==> src/rtl/fb_read_master_if.sv <==
// Avalon-MM read port plus show-ahead pixel stream of fb_read_master.
// master: the reader's view; slave: the SRAM/arbiter and pixel-consumer view.
interface fb_read_master_if #(
    parameter int AW = 18,
    parameter int DW = 16
);
    logic          avn_read;
    logic [AW-1:0] avn_address;
    logic          avn_waitrequest;
    logic [DW-1:0] avn_readdata;
    logic [DW-1:0] pix_data;
    logic          pix_valid;
    logic          pix_ready;

    modport master (
        output avn_read, avn_address, pix_data, pix_valid,
        input  avn_waitrequest, avn_readdata, pix_ready
    );

    modport slave (
        input  avn_read, avn_address, pix_data, pix_valid,
        output avn_waitrequest, avn_readdata, pix_ready
    );
endinterface

==> src/rtl/fb_read_master.sv <==
// Streams FRAME_WORDS SRAM words into a show-ahead FIFO; a read issues only with FIFO space reserved for it.
// Macro FB_READER_STATUS_EN adds sticky underflow/overrun flags with status_clr.
module fb_read_master #(
    parameter int AVN_AW       = 18,
    parameter int AVN_DW       = 16,
    parameter int FRAME_WORDS  = 76800,
    parameter int BASE_ADDR    = 0,
    parameter int FIFO_DEPTH   = 16,
    parameter int READ_LATENCY = 2
) (
    input  logic sys_clk,
    input  logic sys_rst_n,
    input  logic frame_start,
    output logic frame_busy,
`ifdef FB_READER_STATUS_EN
    input  logic status_clr,
    output logic underflow,
    output logic overrun,
`endif
    fb_read_master_if.master bus
);
    localparam int CW = $clog2(FIFO_DEPTH + 1);
    localparam int IW = $clog2(FRAME_WORDS + 1);
    localparam int PW = $clog2(FIFO_DEPTH);

    typedef enum logic [1:0] {IDLE, FETCH, DRAIN} state_e;

    state_e                  state_q, state_d;
    logic [AVN_AW-1:0]       addr_q, addr_d;
    logic [IW-1:0]           issued_q, issued_d;
    logic [CW-1:0]           outst_q, outst_d;
    logic [CW-1:0]           count_q, count_d;
    logic [PW-1:0]           wr_ptr_q, rd_ptr_q;
    logic [READ_LATENCY-1:0] rvld_q;
    logic [AVN_DW-1:0]       mem_q [FIFO_DEPTH];

    logic space_ok, rd_req, accept, push, pop, pix_vld;

    // Outstanding reads count against FIFO space so a return always has a slot.
    assign space_ok = ((CW+1)'(count_q) + (CW+1)'(outst_q)) < (CW+1)'(FIFO_DEPTH);
    assign accept   = rd_req & ~bus.avn_waitrequest;
    assign push     = rvld_q[READ_LATENCY-1];
    assign pix_vld  = (count_q != '0);
    assign pop      = pix_vld & bus.pix_ready;

    assign bus.avn_read    = rd_req;
    assign bus.avn_address = addr_q;
    assign bus.pix_valid   = pix_vld;
    assign bus.pix_data    = pix_vld ? mem_q[rd_ptr_q] : '0;
    assign frame_busy      = (state_q != IDLE);

    always_comb begin
        state_d  = state_q;
        addr_d   = addr_q;
        issued_d = issued_q;
        rd_req   = 1'b0;
        case (state_q)
            IDLE: begin
                if (frame_start) begin
                    state_d  = FETCH;
                    addr_d   = AVN_AW'(BASE_ADDR);
                    issued_d = '0;
                end
            end
            FETCH: begin
                rd_req = space_ok && (issued_q < IW'(FRAME_WORDS));
                if (rd_req && !bus.avn_waitrequest) begin
                    addr_d   = addr_q + AVN_AW'(1);
                    issued_d = issued_q + IW'(1);
                    if (issued_q == IW'(FRAME_WORDS - 1)) state_d = DRAIN;
                end
            end
            DRAIN: begin
                if (outst_q == '0) state_d = IDLE;
            end
            default: state_d = IDLE;
        endcase
    end

    always_comb begin
        outst_d = outst_q;
        count_d = count_q;
        if (accept && !push)      outst_d = outst_q + CW'(1);
        else if (!accept && push) outst_d = outst_q - CW'(1);
        if (push && !pop)         count_d = count_q + CW'(1);
        else if (!push && pop)    count_d = count_q - CW'(1);
    end

    always_ff @(posedge sys_clk or negedge sys_rst_n) begin
        if (!sys_rst_n) begin
            state_q  <= IDLE;
            addr_q   <= AVN_AW'(BASE_ADDR);
            issued_q <= '0;
            outst_q  <= '0;
            count_q  <= '0;
            wr_ptr_q <= '0;
            rd_ptr_q <= '0;
            rvld_q   <= '0;
        end else begin
            state_q  <= state_d;
            addr_q   <= addr_d;
            issued_q <= issued_d;
            outst_q  <= outst_d;
            count_q  <= count_d;
            if (push) wr_ptr_q <= wr_ptr_q + PW'(1);
            if (pop)  rd_ptr_q <= rd_ptr_q + PW'(1);
            // Clearing this on reset is what discards in-flight returns.
            rvld_q[0] <= accept;
            for (int i = 1; i < READ_LATENCY; i++) rvld_q[i] <= rvld_q[i-1];
        end
    end

    always_ff @(posedge sys_clk) begin
        if (push) mem_q[wr_ptr_q] <= bus.avn_readdata;
    end

`ifdef FB_READER_STATUS_EN
    logic underflow_q, overrun_q;

    always_ff @(posedge sys_clk or negedge sys_rst_n) begin
        if (!sys_rst_n) begin
            underflow_q <= 1'b0;
            overrun_q   <= 1'b0;
        end else begin
            if (bus.pix_ready && !pix_vld && frame_busy) underflow_q <= 1'b1;
            else if (status_clr)                          underflow_q <= 1'b0;
            if (frame_start && state_q != IDLE)          overrun_q   <= 1'b1;
            else if (status_clr)                          overrun_q   <= 1'b0;
        end
    end

    assign underflow = underflow_q;
    assign overrun   = overrun_q;
`endif
endmodule

==> src/flat_wrapper.sv <==
// flat-port wrapper written by rule: the top's interface ports become plain ports
module fb_read_master_flat 
#(
    parameter int AVN_AW       = 18,
    parameter int AVN_DW       = 16,
    parameter int FRAME_WORDS  = 76800,
    parameter int BASE_ADDR    = 0,
    parameter int FIFO_DEPTH   = 16,
    parameter int READ_LATENCY = 2
)
  (sys_clk, sys_rst_n, frame_start, frame_busy, bus_avn_read, bus_avn_address, bus_pix_data, bus_pix_valid, bus_avn_waitrequest, bus_avn_readdata, bus_pix_ready);
  fb_read_master_if #(.AW(18), .DW(16)) bus_i ();
  input  logic sys_clk;
  input  logic sys_rst_n;
  input  logic frame_start;
  output logic frame_busy;
  output wire logic [$bits(bus_i.avn_read)-1:0] bus_avn_read;
  output wire logic [$bits(bus_i.avn_address)-1:0] bus_avn_address;
  output wire logic [$bits(bus_i.pix_data)-1:0] bus_pix_data;
  output wire logic [$bits(bus_i.pix_valid)-1:0] bus_pix_valid;
  input wire logic [$bits(bus_i.avn_waitrequest)-1:0] bus_avn_waitrequest;
  input wire logic [$bits(bus_i.avn_readdata)-1:0] bus_avn_readdata;
  input wire logic [$bits(bus_i.pix_ready)-1:0] bus_pix_ready;
  assign bus_avn_read = bus_i.avn_read;
  assign bus_avn_address = bus_i.avn_address;
  assign bus_pix_data = bus_i.pix_data;
  assign bus_pix_valid = bus_i.pix_valid;
  assign bus_i.avn_waitrequest = bus_avn_waitrequest;
  assign bus_i.avn_readdata = bus_avn_readdata;
  assign bus_i.pix_ready = bus_pix_ready;
  fb_read_master #(.AVN_AW(AVN_AW), .AVN_DW(AVN_DW), .FRAME_WORDS(FRAME_WORDS), .BASE_ADDR(BASE_ADDR), .FIFO_DEPTH(FIFO_DEPTH), .READ_LATENCY(READ_LATENCY)) u_core (.sys_clk(sys_clk), .sys_rst_n(sys_rst_n), .frame_start(frame_start), .frame_busy(frame_busy), .bus(bus_i));
endmodule
==> config.mk <==
export PLATFORM = sky130hd
export DESIGN_NAME = fb_read_master_flat
export DESIGN_NICKNAME = d
export VERILOG_FILES = /design/src/rtl/fb_read_master_if.sv /design/src/rtl/fb_read_master.sv /design/src/flat_wrapper.sv
export SDC_FILE = /design/constraint.sdc
export NUM_CORES = 1
export LEC_CHECK = 0
export BUFFER_PORTS_ARGS = -buffer_cell sky130_fd_sc_hd__buf_2
export CAP_MARGIN = 20
export CORE_MARGIN = 5
export CORE_UTILIZATION = 30
export CTS_BUF_LIST = sky130_fd_sc_hd__clkbuf_4
export DETAILED_ROUTE_END_ITERATION = 16
export GPL_TIMING_DRIVEN = 0
export PLACE_DENSITY = 0.49
export SYNTH_ARGS = -nofsm -noshare
export SYNTH_HDL_FRONTEND = slang
export SYNTH_SLANG_ARGS = --single-unit
==> constraint.sdc <==
create_clock -name sys_clk -period 7.57 [get_ports sys_clk]
set_input_delay 0.757 -clock sys_clk [delete_from_list [all_inputs] [get_ports sys_clk]]
set_output_delay 0.757 -clock sys_clk [all_outputs]
set_load 0.005 [all_outputs]
==> flow_summary_export.csv, run 1 <==
group,metric,value,unit
worst_hold_path,hp-class,"primary input to flip-flop",
timing,grt_setup_unrepaired,"false",
floorplan,fp.dieW,217.9,um
critical_path,cp-start-kind,"flip-flop",
power,switchingPower,722.3,uW
floorplan,die-area,0.04750,mm2
logic_synthesis,synth_fp_nets,769,
timing,fmax,233.6,MHz
routing,avgRoutedWirePerCell,19.60,um
clock_network,cts_tree,"built",
timing,fin_hold_ws,0.3354,ns
clock_network,cts_resized,0,
worst_hold_path,min_path_cells,3,
critical_path,crit_slowest_cell,"clkbuf_1",
power,peakVddDrop,87.89,uV
finish,syn_to_final_growth,16.03,%
timing,worst_slew_pin_slew,1.107,ns
critical_path,reg2reg_setup_slack,4.07,ns
clock_network,root_buffer,"clkbuf_4",
timing,tns,0,ns
timing,relSlewSlack,0.2620,
logic_synthesis,yosys.area.top_type,"edfxtp_1",
routing,vias,7071,
grt,grt_pass1_wl,45760,um
timing,slew_violations,0,
critical_path,r2r_start,"u_core.count_q[4]",
timing,hold_violations,0,
timing,setup_ws,3.289,ns
power,power,3.351,mW
grt,grt_start_max_net_pins,38,
finish,fin_cells,1517,
power,power.density,222.6,mW/mm2
routing,ant_nets,0,
critical_path,crit_buf_inv,3,
critical_path,crit_required,6.81,ns
run,max-cap-violations,0,
placed_design,dp_hpwl,18610,um
grt,grt_pass1_vias,7458,
critical_path,r2r-end,"u_core.outst_q[4]",
placed_design,routabilityCongestion,0.7408,
critical_path,cp_common_cell,"clkbuf_1",
power,clkPwrFrac,0.430,
clock_network,htreeDepth,3,
power,power_frac_seq,0.556,
floorplan,rows,76,
logic_synthesis,postSynthAreaPerCell,17.84,um2
timing,post-route-period-util,0.5655,
clock_network,clk_pin_slew,0.06,ns
placed_design,port_buffers,57,
power,combPwrFrac,0.013,
routing,wirelength,29740,um
power,power.leakage,5.161,nW
finish,final_area,0.01505,mm2
finish,nets,917,
critical_path,path_class,"flip-flop to output port",
floorplan,coreArea,0.04289,mm2
logic_synthesis,ys_seq_elements,313,
logic_synthesis,ys_seq_area_frac,0.7026,
routing,vias_per_cell,4.661,
logic_synthesis,synth-main-ff-cell,"edfxtp_1",
finish,drive_gt1_frac,0.3000,
finish,area.sequential,0.009114,mm2
clock_network,clkSinkCount,313,
finish,num-fill-cells,4121,
grt,antenna_found_initial,1,
critical_path,arrival,3.52,ns
timing,post-route-min-period,4.281,ns
critical_path,crit_chain,"clkbuf_1 -> clkbuf_1 -> mux4_2 -> mux2i_1 -> o22ai_1 -> buf_2",
logic_synthesis,ys_warn_count,0,
logic_synthesis,yosysTopAreaCellShare,0.5926,
logic_synthesis,synthArstFlopShare,0.1821,
critical_path,cp_top_family,"buffers and inverters",
clock_network,cts_max_path_buffers,3,
timing,fin_skew,0.06144,ns
timing,setup_viol,0,
routing,drtIter0Drc,443,
logic_synthesis,synth_edf_count,256,
logic_synthesis,syn_inst,727,
power,switching_share,0.2155,
critical_path,path_max_fanout,10,
worst_hold_path,min_to,"u_core.rd_ptr_q[2]",
worst_hold_path,hp-start,"bus_pix_ready",
floorplan,start_util,0.3025,
critical_path,startpoint,"u_core.rd_ptr_q[1]",
placed_design,place_area,0.01401,mm2
finish,multiInputGateArea,0.003697,mm2
routing,drc_errors,0,
clock_network,worstSkewPairLatency,0.75,ns
logic_synthesis,ys_types,50,
finish,final_core_utilization,0.3509,
logic_synthesis,synth_area_leaders,"edfxtp_1 (59%), mux4_2 (11%), dfrtp_1 (11%), mux2i_1 (3.0%), ha_1 (1.8%)",
critical_path,slowest_delay,0.66,ns
placed_design,dp_slack,3.781,ns
outcome,status,"complete, no violations",
critical_path,reg2reg_depth,13,
logic_synthesis,synth_area,0.01297,mm2
clock_network,numCtsBuffers,87,
routing,first_pass_iters,4,
grt,grt_usage,0.1275,
floorplan,io_pins,58,
placed_design,placed_cells,1370,
grt,grt.overflow.total,0,
floorplan,die_h,217.9,um
critical_path,end_kind,"output port",
power,p_int,2.629,mW
-- per-layer routing --
metal | GRT usage | wire [um] | part of all wire | up-vias
met5 | 0 | 0 | 0 | -
met4 | 0.04647 | 671 | 0.023 | 0
met3 | 0.03290 | 1622 | 0.055 | 56
met2 | 0.1973 | 13910 | 0.47 | 177
met1 | 0.1746 | 13530 | 0.46 | 3603
li1 | - | - | - | 3235
-- state kept, by name (all words and copies together) (netlist names) --
register	flops
u_core.rvld_q	2
u_core.state_q	2
u_core.issued_q	17
u_core.outst_q	5
u_core.rd_ptr_q	4
u_core.count_q	5
u_core.wr_ptr_q	4
u_core.bus.avn_address	18
u_core.mem_q	256
-- layout by cell type, fill, tap and decap left out, types with 7 or more instances in the layout --
cell / instances
nor4_1: 9
nor3_1: 9
edfxtp_1: 256
xor2_1: 7
and3_1: 7
clkbuf_1: 17
clkbuf_4: 126
o22ai_1: 16
o21ai_0: 13
mux2i_1: 39
nand3_1: 14
xnor2_1: 25
a21oi_1: 8
and2_1: 19
nand2_1: 42
dfrtp_1: 57
mux4_2: 64
nor2_1: 30
nand4_1: 9
clkinv_1: 12
buf_2: 65
ha_1: 19
-- worst min-delay path, delay by kind of cell --
family                    cells  cell delay, ns
xor gates and xnor gates      1            0.06
and+or+nand+nor               1            0.09
buffers and inverters         1            0.11
-- layout make-up --
type	instances	share of cell area
Inverter	6	0.001496
Clock inverter	18	0.005404
Antenna cell	2	0.0003325
Tap cell	585	0.04863
Sequential cell	313	0.6055
Buffer	31	0.009145
Clock buffer	126	0.06285
Timing Repair Buffer	59	0.02095
Multi-Input combinational cell	377	0.2457
-- cell families (layout without fill, tap and decap cells) --
| family | after synthesis | count (layout) | share of synthesized area |
|---|---|---|---|
| buffers and inverters | 37 | 240 | 0.01235 |
| other | 0 | 2 | 0 |
| and+or+nand+nor | 160 | 160 | 0.06743 |
| muxes | 109 | 109 | 0.1464 |
| xor gates and xnor gates | 32 | 32 | 0.02161 |
| AOI/OAI and AO/OA | 55 | 55 | 0.02817 |
| DFF | 313 | 313 | 0.7026 |
| adders and majority gates | 21 | 21 | 0.02141 |
-- cell usage after synthesis, drive strengths merged (16+ instances only) --
master / count
nand2: 42
edfxtp: 256
mux4: 64
dfrtp: 57
nor2: 30
clkbuf: 17
xnor2: 25
o22ai: 16
mux2i: 39
and2: 19
ha: 19
-- power groups by stage --
stage | clock, mW | combinational [mW] | sequential (mW)
floorplan | 0 | 0.00757 | 1.90
global placement | 0 | 0.0436 | 1.90
detailed placement | 0 | 0.0463 | 1.90
CTS | 1.51 | 0.0466 | 1.86
global route | 1.59 | 0.0507 | 1.86
finish | 1.44 | 0.0448 | 1.86
-- how the worst max path moves through the flow --
stage / depth (start not counted) / slack [ns] / endpoint
after floorplan: 12 / 4.45 / u_core.outst_q[4]
after global placement: 13 / 3.76 / u_core.outst_q[4]
after detailed placement: 13 / 3.78 / u_core.outst_q[4]
after CTS: 6 / 3.16 / bus_pix_data[13]
after global routing: 6 / 3.05 / bus_pix_data[13]
final: 6 / 3.29 / bus_pix_data[13]
-- timing repair --
action                                 CTS  global route
setup buffers                            0             0
hold buffers                             1             0
endpoints found under the hold margin   20             0
Power figures use the tool's default switching activity.
==> inputs of run 2 (changes only) <==
--- a/config.mk
+++ b/config.mk
@@ -5,6 +5,7 @@
 export SDC_FILE = /design/constraint.sdc
 export NUM_CORES = 1
 export LEC_CHECK = 0
+export ABC_AREA = 1
 export BUFFER_PORTS_ARGS = -buffer_cell sky130_fd_sc_hd__buf_2
 export CAP_MARGIN = 20
 export CORE_MARGIN = 5
@@ -12,7 +13,7 @@
 export CTS_BUF_LIST = sky130_fd_sc_hd__clkbuf_4
 export DETAILED_ROUTE_END_ITERATION = 16
 export GPL_TIMING_DRIVEN = 0
-export PLACE_DENSITY = 0.49
+export PLACE_DENSITY = 0.5
 export SYNTH_ARGS = -nofsm -noshare
 export SYNTH_HDL_FRONTEND = slang
 export SYNTH_SLANG_ARGS = --single-unit
==> constraint.sdc (replaced) <==
create_clock -name sys_clk -period 3.5 [get_ports sys_clk]
set_input_delay 0.35 -clock sys_clk [delete_from_list [all_inputs] [get_ports sys_clk]]
set_output_delay 0.35 -clock sys_clk [all_outputs]
set_load 0.005 [all_outputs]
==> run 2 against run 1 <==
Net effect:
- clock power is 130% higher
- hold slack got worse by 0.25 ns
- cell area increased by 9.5%
- largest cell class unchanged
==> flow_summary_export.csv, run 2 <==
group,metric,value,unit
critical_path,path_class,"flip-flop to output port",
logic_synthesis,synth.top_cells.by_count,"nand2_1 (454), edfxtp_1 (256), nand3_1 (182)",
logic_synthesis,postSynthAreaPerCell,10.30,um2
grt,grt.overflow.total,0,
timing,grt_setup_unrepaired,"false",
critical_path,cp-start-kind,"flip-flop",
finish,regMostFlops,"u_core.mem_q",
floorplan,die-area,0.05075,mm2
power,power.density,450.7,mW/mm2
critical_path,crit_slowest_cell,"dfrtp_1",
clock_network,numCtsBuffers,83,
logic_synthesis,ys_warn_count,0,
floorplan,die_h,225.3,um
run,max-cap-violations,0,
finish,mostFrequentLayoutCells,"nand2_1 (454), edfxtp_1 (256), nand3_1 (182), clkbuf_4 (129), nor2_1 (99)",
finish,nets,1568,
power,clkPwrFrac,0.444,
logic_synthesis,ys_seq_area_frac,0.6554,
grt,antenna_found_initial,4,
grt,grt_usage,0.1604,
power,switchingPower,1.567,mW
critical_path,arrival,2.94,ns
worst_hold_path,min_path_cells,1,
logic_synthesis,ys_types,33,
finish,fin_cells,2184,
timing,fmax,304.2,MHz
finish,largest_register_ffs,256,
placed_design,place_area,0.01522,mm2
timing,tns,0,ns
power,switching_share,0.2110,
placed_design,placed_cells,2023,
routing,ant_nets,0,
routing,first_pass_iters,5,
grt,busiest_layer,"met2",
routing,drtIter0Drc,859,
critical_path,slowest_delay,0.43,ns
grt,grt_pass1_vias,10330,
outcome,status,"complete, no violations",
floorplan,coreArea,0.04558,mm2
critical_path,cp_common_cell,"buf_2",
logic_synthesis,yosysMostFrequentCell,"nand2_1",
timing,worst_slew_pin_slew,0.8128,ns
critical_path,path_max_fanout,10,
logic_synthesis,yosysTopAreaCellShare,0.5529,
logic_synthesis,synth_area_leaders,"edfxtp_1 (55%), nand2_1 (12%), dfrtp_1 (10%), nand3_1 (6.6%), nor2_1 (3.1%)",
placed_design,dp_slack,0.3961,ns
timing,relSlewSlack,0.4581,
logic_synthesis,yosys.area.top_type,"edfxtp_1",
floorplan,rows,78,
logic_synthesis,synth_fp_nets,1392,
timing,fin_hold_ws,0.08828,ns
critical_path,reg2reg_depth,14,
clock_network,clkSinkCount,313,
logic_synthesis,synth-main-ff-cell,"edfxtp_1",
clock_network,clk_pin_slew,0.06,ns
finish,drive_gt1_frac,0.1708,
finish,syn_to_final_growth,18.51,%
routing,wirelength,40500,um
routing,avgRoutedWirePerCell,18.54,um
routing,drc_errors,0,
logic_synthesis,ys_seq_elements,313,
power,p_int,5.860,mW
logic_synthesis,synth_area,0.01390,mm2
placed_design,routabilityCongestion,0.8843,
floorplan,start_util,0.3051,
critical_path,end_kind,"output port",
critical_path,crit_required,3.15,ns
timing,setup_ws,0.2123,ns
timing,post-route-min-period,3.288,ns
timing,post-route-period-util,0.9394,
power,power.leakage,6.383,nW
grt,grt_use_met2,0.2601,
clock_network,post_cts_buffers,0,
power,power,7.426,mW
routing,vias,10287,
clock_network,htreeDepth,3,
logic_synthesis,synth_edf_count,256,
clock_network,cts_tree,"built",
grt,grt_use_met3,0.04168,
power,power_frac_seq,0.543,
power,combPwrFrac,0.014,
logic_synthesis,synthArstFlopShare,0.1821,
grt,use_met1,0.2065,
finish,final_area,0.01648,mm2
clock_network,worstSkewPairLatency,0.78,ns
timing,hold_violations,0,
worst_hold_path,hp-class,"primary input to flip-flop",
floorplan,fp.dieW,225.3,um
timing,setup_viol,0,
clock_network,cts_max_path_buffers,3,
routing,vias_per_cell,4.710,
timing,slew_violations,0,
floorplan,io_pins,58,
placed_design,port_buffers,57,
clock_network,root_buffer,"clkbuf_4",
finish,final_core_utilization,0.3616,
critical_path,crit_chain,"inv_2 -> buf_2 -> buf_2 -> nand2_1 -> nand3_1 -> nand2_1 -> a21oi_1 -> o31ai_1 -> a21oi_1 -> buf_2",
timing,fin_skew,0.09048,ns
grt,grt_pass1_wl,61420,um
grt,grt_start_max_net_pins,58,
logic_synthesis,syn_inst,1350,
power,peakVddDrop,225.5,uV
finish,final_common_cell,"nand2_1",
placed_design,dp_hpwl,27420,um
run 2: changes by cell type after synthesis, sizes merged, moves of 43 or more:
cell / change
a21oi: +44
inv: +43
mux4: -64
nand2: +413
nand3: +169
nor2: +86
run 2: worst paths after layout:
path	from	end	slack, ns
max	u_core.rd_ptr_q[0]	bus_pix_data[10]	0.21
min	bus_avn_readdata[11]	u_core.mem_q[0][11]	0.09
max reg2reg	u_core.count_q[4]	u_core.outst_q[4]	0.41
min reg2reg	u_core.rvld_q[0]	u_core.rvld_q[1]	0.35
max in group asynchronous	sys_rst_n	u_core.count_q[1]	2.69
min in group asynchronous	sys_rst_n	u_core.bus.avn_address[5]	0.23
run 2: area by class of cell:
class,instances,area [um2]
multi-input combinational,922,4327
clock buffer,129,968.4
antenna,3,7.507
clock inverter,11,105.1
sequential,313,9114
fill,4578,29100
timing repair buffer,91,700.7
tap,600,750.7
buffer,65,317.8
inverter,50,187.7
run 2: power groups by stage:
stage / sequential (mW) / combinational, mW / clock, mW
floorplan: 4.11 / 0.000770 / 0
global placement: 4.11 / 0.0872 / 0
detailed placement: 4.11 / 0.0886 / 0
CTS: 4.03 / 0.106 / 3.40
global route: 4.03 / 0.111 / 3.62
finish: 4.03 / 0.102 / 3.29
run 2: cell families (layout without fill, tap and decap cells):
group / after synthesis / count (layout) / synth area share
simple gates: 778 / 778 / 0.2316
flops: 313 / 313 / 0.6554
buf+inv: 115 / 346 / 0.03626
compound gates: 95 / 95 / 0.03905
xor+xnor: 28 / 28 / 0.01764
fa+ha+maj: 21 / 21 / 0.01998
other cells: 0 / 3 / 0
run 2: metal layers:
metal,part of all wire,wire [um],vias up
met5,0.00027,11,-
met4,0.038,1535,2
li1,-,-,5003
met1,0.43,17520,4891
met2,0.47,19090,305
met3,0.058,2334,86
run 2: what timing repair did:
action	4_1_cts	5_1_grt
resized for setup	0	2
hold endpoints to repair	219	0
setup endpoints to repair	0	2
hold buffers	18	0
run 2: critical path, delay by kind of cell (launching register included):
| kind | cells | cell delay (ns) |
|---|---|---|
| buffers and inverters | 4 | 0.76 |
| AO/OA/AOI/OAI | 3 | 0.68 |
| flip-flops | 1 | 0.43 |
| AND/OR/NAND/NOR | 3 | 0.31 |
==> inputs of run 3 (changes only) <==
--- a/config.mk
+++ b/config.mk
@@ -8,12 +8,12 @@
 export ABC_AREA = 1
 export BUFFER_PORTS_ARGS = -buffer_cell sky130_fd_sc_hd__buf_2
 export CAP_MARGIN = 20
+export CORE_ASPECT_RATIO = 0.5
 export CORE_MARGIN = 5
-export CORE_UTILIZATION = 30
-export CTS_BUF_LIST = sky130_fd_sc_hd__clkbuf_4
+export CORE_UTILIZATION = 51
 export DETAILED_ROUTE_END_ITERATION = 16
 export GPL_TIMING_DRIVEN = 0
-export PLACE_DENSITY = 0.5
+export PLACE_DENSITY = 0.75
 export SYNTH_ARGS = -nofsm -noshare
 export SYNTH_HDL_FRONTEND = slang
 export SYNTH_SLANG_ARGS = --single-unit
==> run 3 against run 2 <==
Net effect:
- cell area down 5.1%
- power down 4.4%
- core utilization up 23 points
- first-iteration DRC count up 68%
- sequential power about the same
- final cell count down 17%
- combinational power down 16%
- global-route usage up 7.4 points
- largest power group unchanged
- largest cell class unchanged
- via count up 2.2%
- highest routed layer unchanged
==> flow_summary_export.csv, run 3 (synthesis gave the netlist of run 2 again) <==
group,metric,value,unit
outcome,status,"complete, no violations",
timing,relSlewSlack,0.3181,
routing,drtIter0Drc,1446,
finish,mostFrequentLayoutCells,"nand2_1 (454), edfxtp_1 (256), nand3_1 (182), nor2_1 (102), buf_2 (88)",
critical_path,end_kind,"output port",
placed_design,dp_hpwl,24400,um
power,peakVddDrop,287.0,uV
worst_hold_path,hp-start,"bus_pix_ready",
finish,syn_to_final_growth,12.47,%
timing,slew_violations,0,
timing,fmax,325.9,MHz
timing,setup_ws,0.4316,ns
critical_path,crit_slowest_cell,"dfrtp_1",
grt,grt_start_max_net_pins,32,
finish,final_common_cell,"nand2_1",
critical_path,cp-start-kind,"flip-flop",
power,power.leakage,6.018,nW
routing,vias_per_cell,5.782,
routing,first_pass_iters,7,
clock_network,cts_max_path_buffers,3,
floorplan,fp.dieW,243.5,um
clock_network,htreeDepth,1,
critical_path,crit_chain,"inv_2 -> buf_2 -> buf_2 -> nand2_1 -> nand3_1 -> nand2_1 -> a21oi_1 -> o31ai_1 -> a21oi_1 -> buf_2",
grt,grt.overflow.total,0,
clock_network,root_buffer,"clkbuf_16",
critical_path,path_max_fanout,10,
critical_path,startpoint,"u_core.rd_ptr_q[0]",
placed_design,routabilityCongestion,0.9210,
critical_path,slowest_delay,0.47,ns
power,power.density,453.9,mW/mm2
clock_network,numCtsBuffers,28,
routing,wirelength,36730,um
critical_path,cp_common_cell,"buf_2",
timing,post-route-period-util,0.8767,
critical_path,crit_required,3.15,ns
critical_path,path_class,"flip-flop to output port",
floorplan,die-area,0.03087,mm2
placed_design,port_buffers,57,
routing,avgRoutedWirePerCell,20.19,um
critical_path,arrival,2.72,ns
floorplan,io_pins,58,
routing,ant_nets,0,
finish,largest_register_ffs,256,
placed_design,dp_slack,0.4657,ns
timing,fin_skew,0.02758,ns
finish,regMostFlops,"u_core.mem_q",
routing,drc_errors,0,
grt,antenna_found_initial,2,
floorplan,rows,42,
clock_network,clkSinkCount,313,
grt,grt_pass1_wl,56570,um
clock_network,clk_pin_slew,0.06,ns
finish,nets,1486,
floorplan,coreArea,0.02664,mm2
grt,grt_usage,0.2339,
timing,tns,0,ns
worst_hold_path,hp-class,"primary input to flip-flop",
timing,grt_setup_unrepaired,"false",
finish,drive_gt1_frac,0.1098,
timing,post-route-min-period,3.068,ns
placed_design,placed_cells,1765,
run,max-cap-violations,0,
finish,final_area,0.01564,mm2
timing,worst_slew_pin_slew,1.022,ns
finish,fin_cells,1819,
timing,setup_viol,0,
timing,hold_violations,0,
floorplan,start_util,0.5219,
floorplan,die_h,126.8,um
clock_network,cts_tree,"built",
clock_network,worstSkewPairLatency,0.57,ns
power,power,7.098,mW
routing,vias,10518,
critical_path,r2r_start,"u_core.count_q[4]",
grt,grt_pass1_vias,10105,
placed_design,place_area,0.01474,mm2
[run 3: area by class of cell]
type	instances	area, um2
diodes	1	2.502
flip-flops and latches	313	9114
plain buffers	65	316.6
well taps	352	440.4
inverters	50	187.7
multi-input cells	922	4319
clock buffers	38	769.5
repair buffers	64	367.9
fillers	2100	11000
clock inverters	14	121.4
[run 3: metrics by stage]
step	util	hold slack (ns)
after floorplan	-	0.05441
after global placement	0.5491	0.3325
after detailed placement	0.5531	0.3455
after CTS	0.5869	0.1727
after global routing	0.5870	0.1829
final	0.5870	0.1842
[run 3: final timing paths]
| path | cells after the start | slack, ns | to |
|---|---|---|---|
| min | 3 | 0.18 | u_core.rd_ptr_q[0] |
| min reg2reg | 0 | 0.35 | u_core.rvld_q[1] |
| max | 10 | 0.43 | bus_pix_data[14] |
| min in group asynchronous | 2 | 0.37 | u_core.bus.avn_address[10] |
| max reg2reg | 14 | 0.48 | u_core.outst_q[4] |
| max in group asynchronous | 3 | 2.53 | u_core.wr_ptr_q[2] |
[run 3: worst max-delay path: cells and delay by family, from the launching register on]
family	cells	cell delay (ns)
flops	1	0.47
compound gates	3	0.62
buf+inv	4	0.80
simple gates	3	0.24
[run 3: report_power, final]
part           internal, mW  switching, mW
clock network          1.63           1.36
registers              4.03              0
logic                0.0112         0.0740
total                  5.67           1.43
[run 3: routing by layer]
| metal | routed length [um] | track usage | vias up | share of wire |
|---|---|---|---|---|
| li1 | - | - | 4778 | - |
| met5 | 11 | 0 | - | 0.00030 |
| met3 | 4366 | 0.04708 | 92 | 0.12 |
| met4 | 1392 | 0.08187 | 2 | 0.038 |
| met2 | 16610 | 0.3775 | 615 | 0.45 |
| met1 | 14350 | 0.3218 | 5031 | 0.39 |
[run 3: repair_timing]
item                                   4_1_cts  5_1_grt
resized for setup                            0        0
buffers inserted                             0        0
endpoints found under the hold margin       26        0
hold buffers                                 1        0
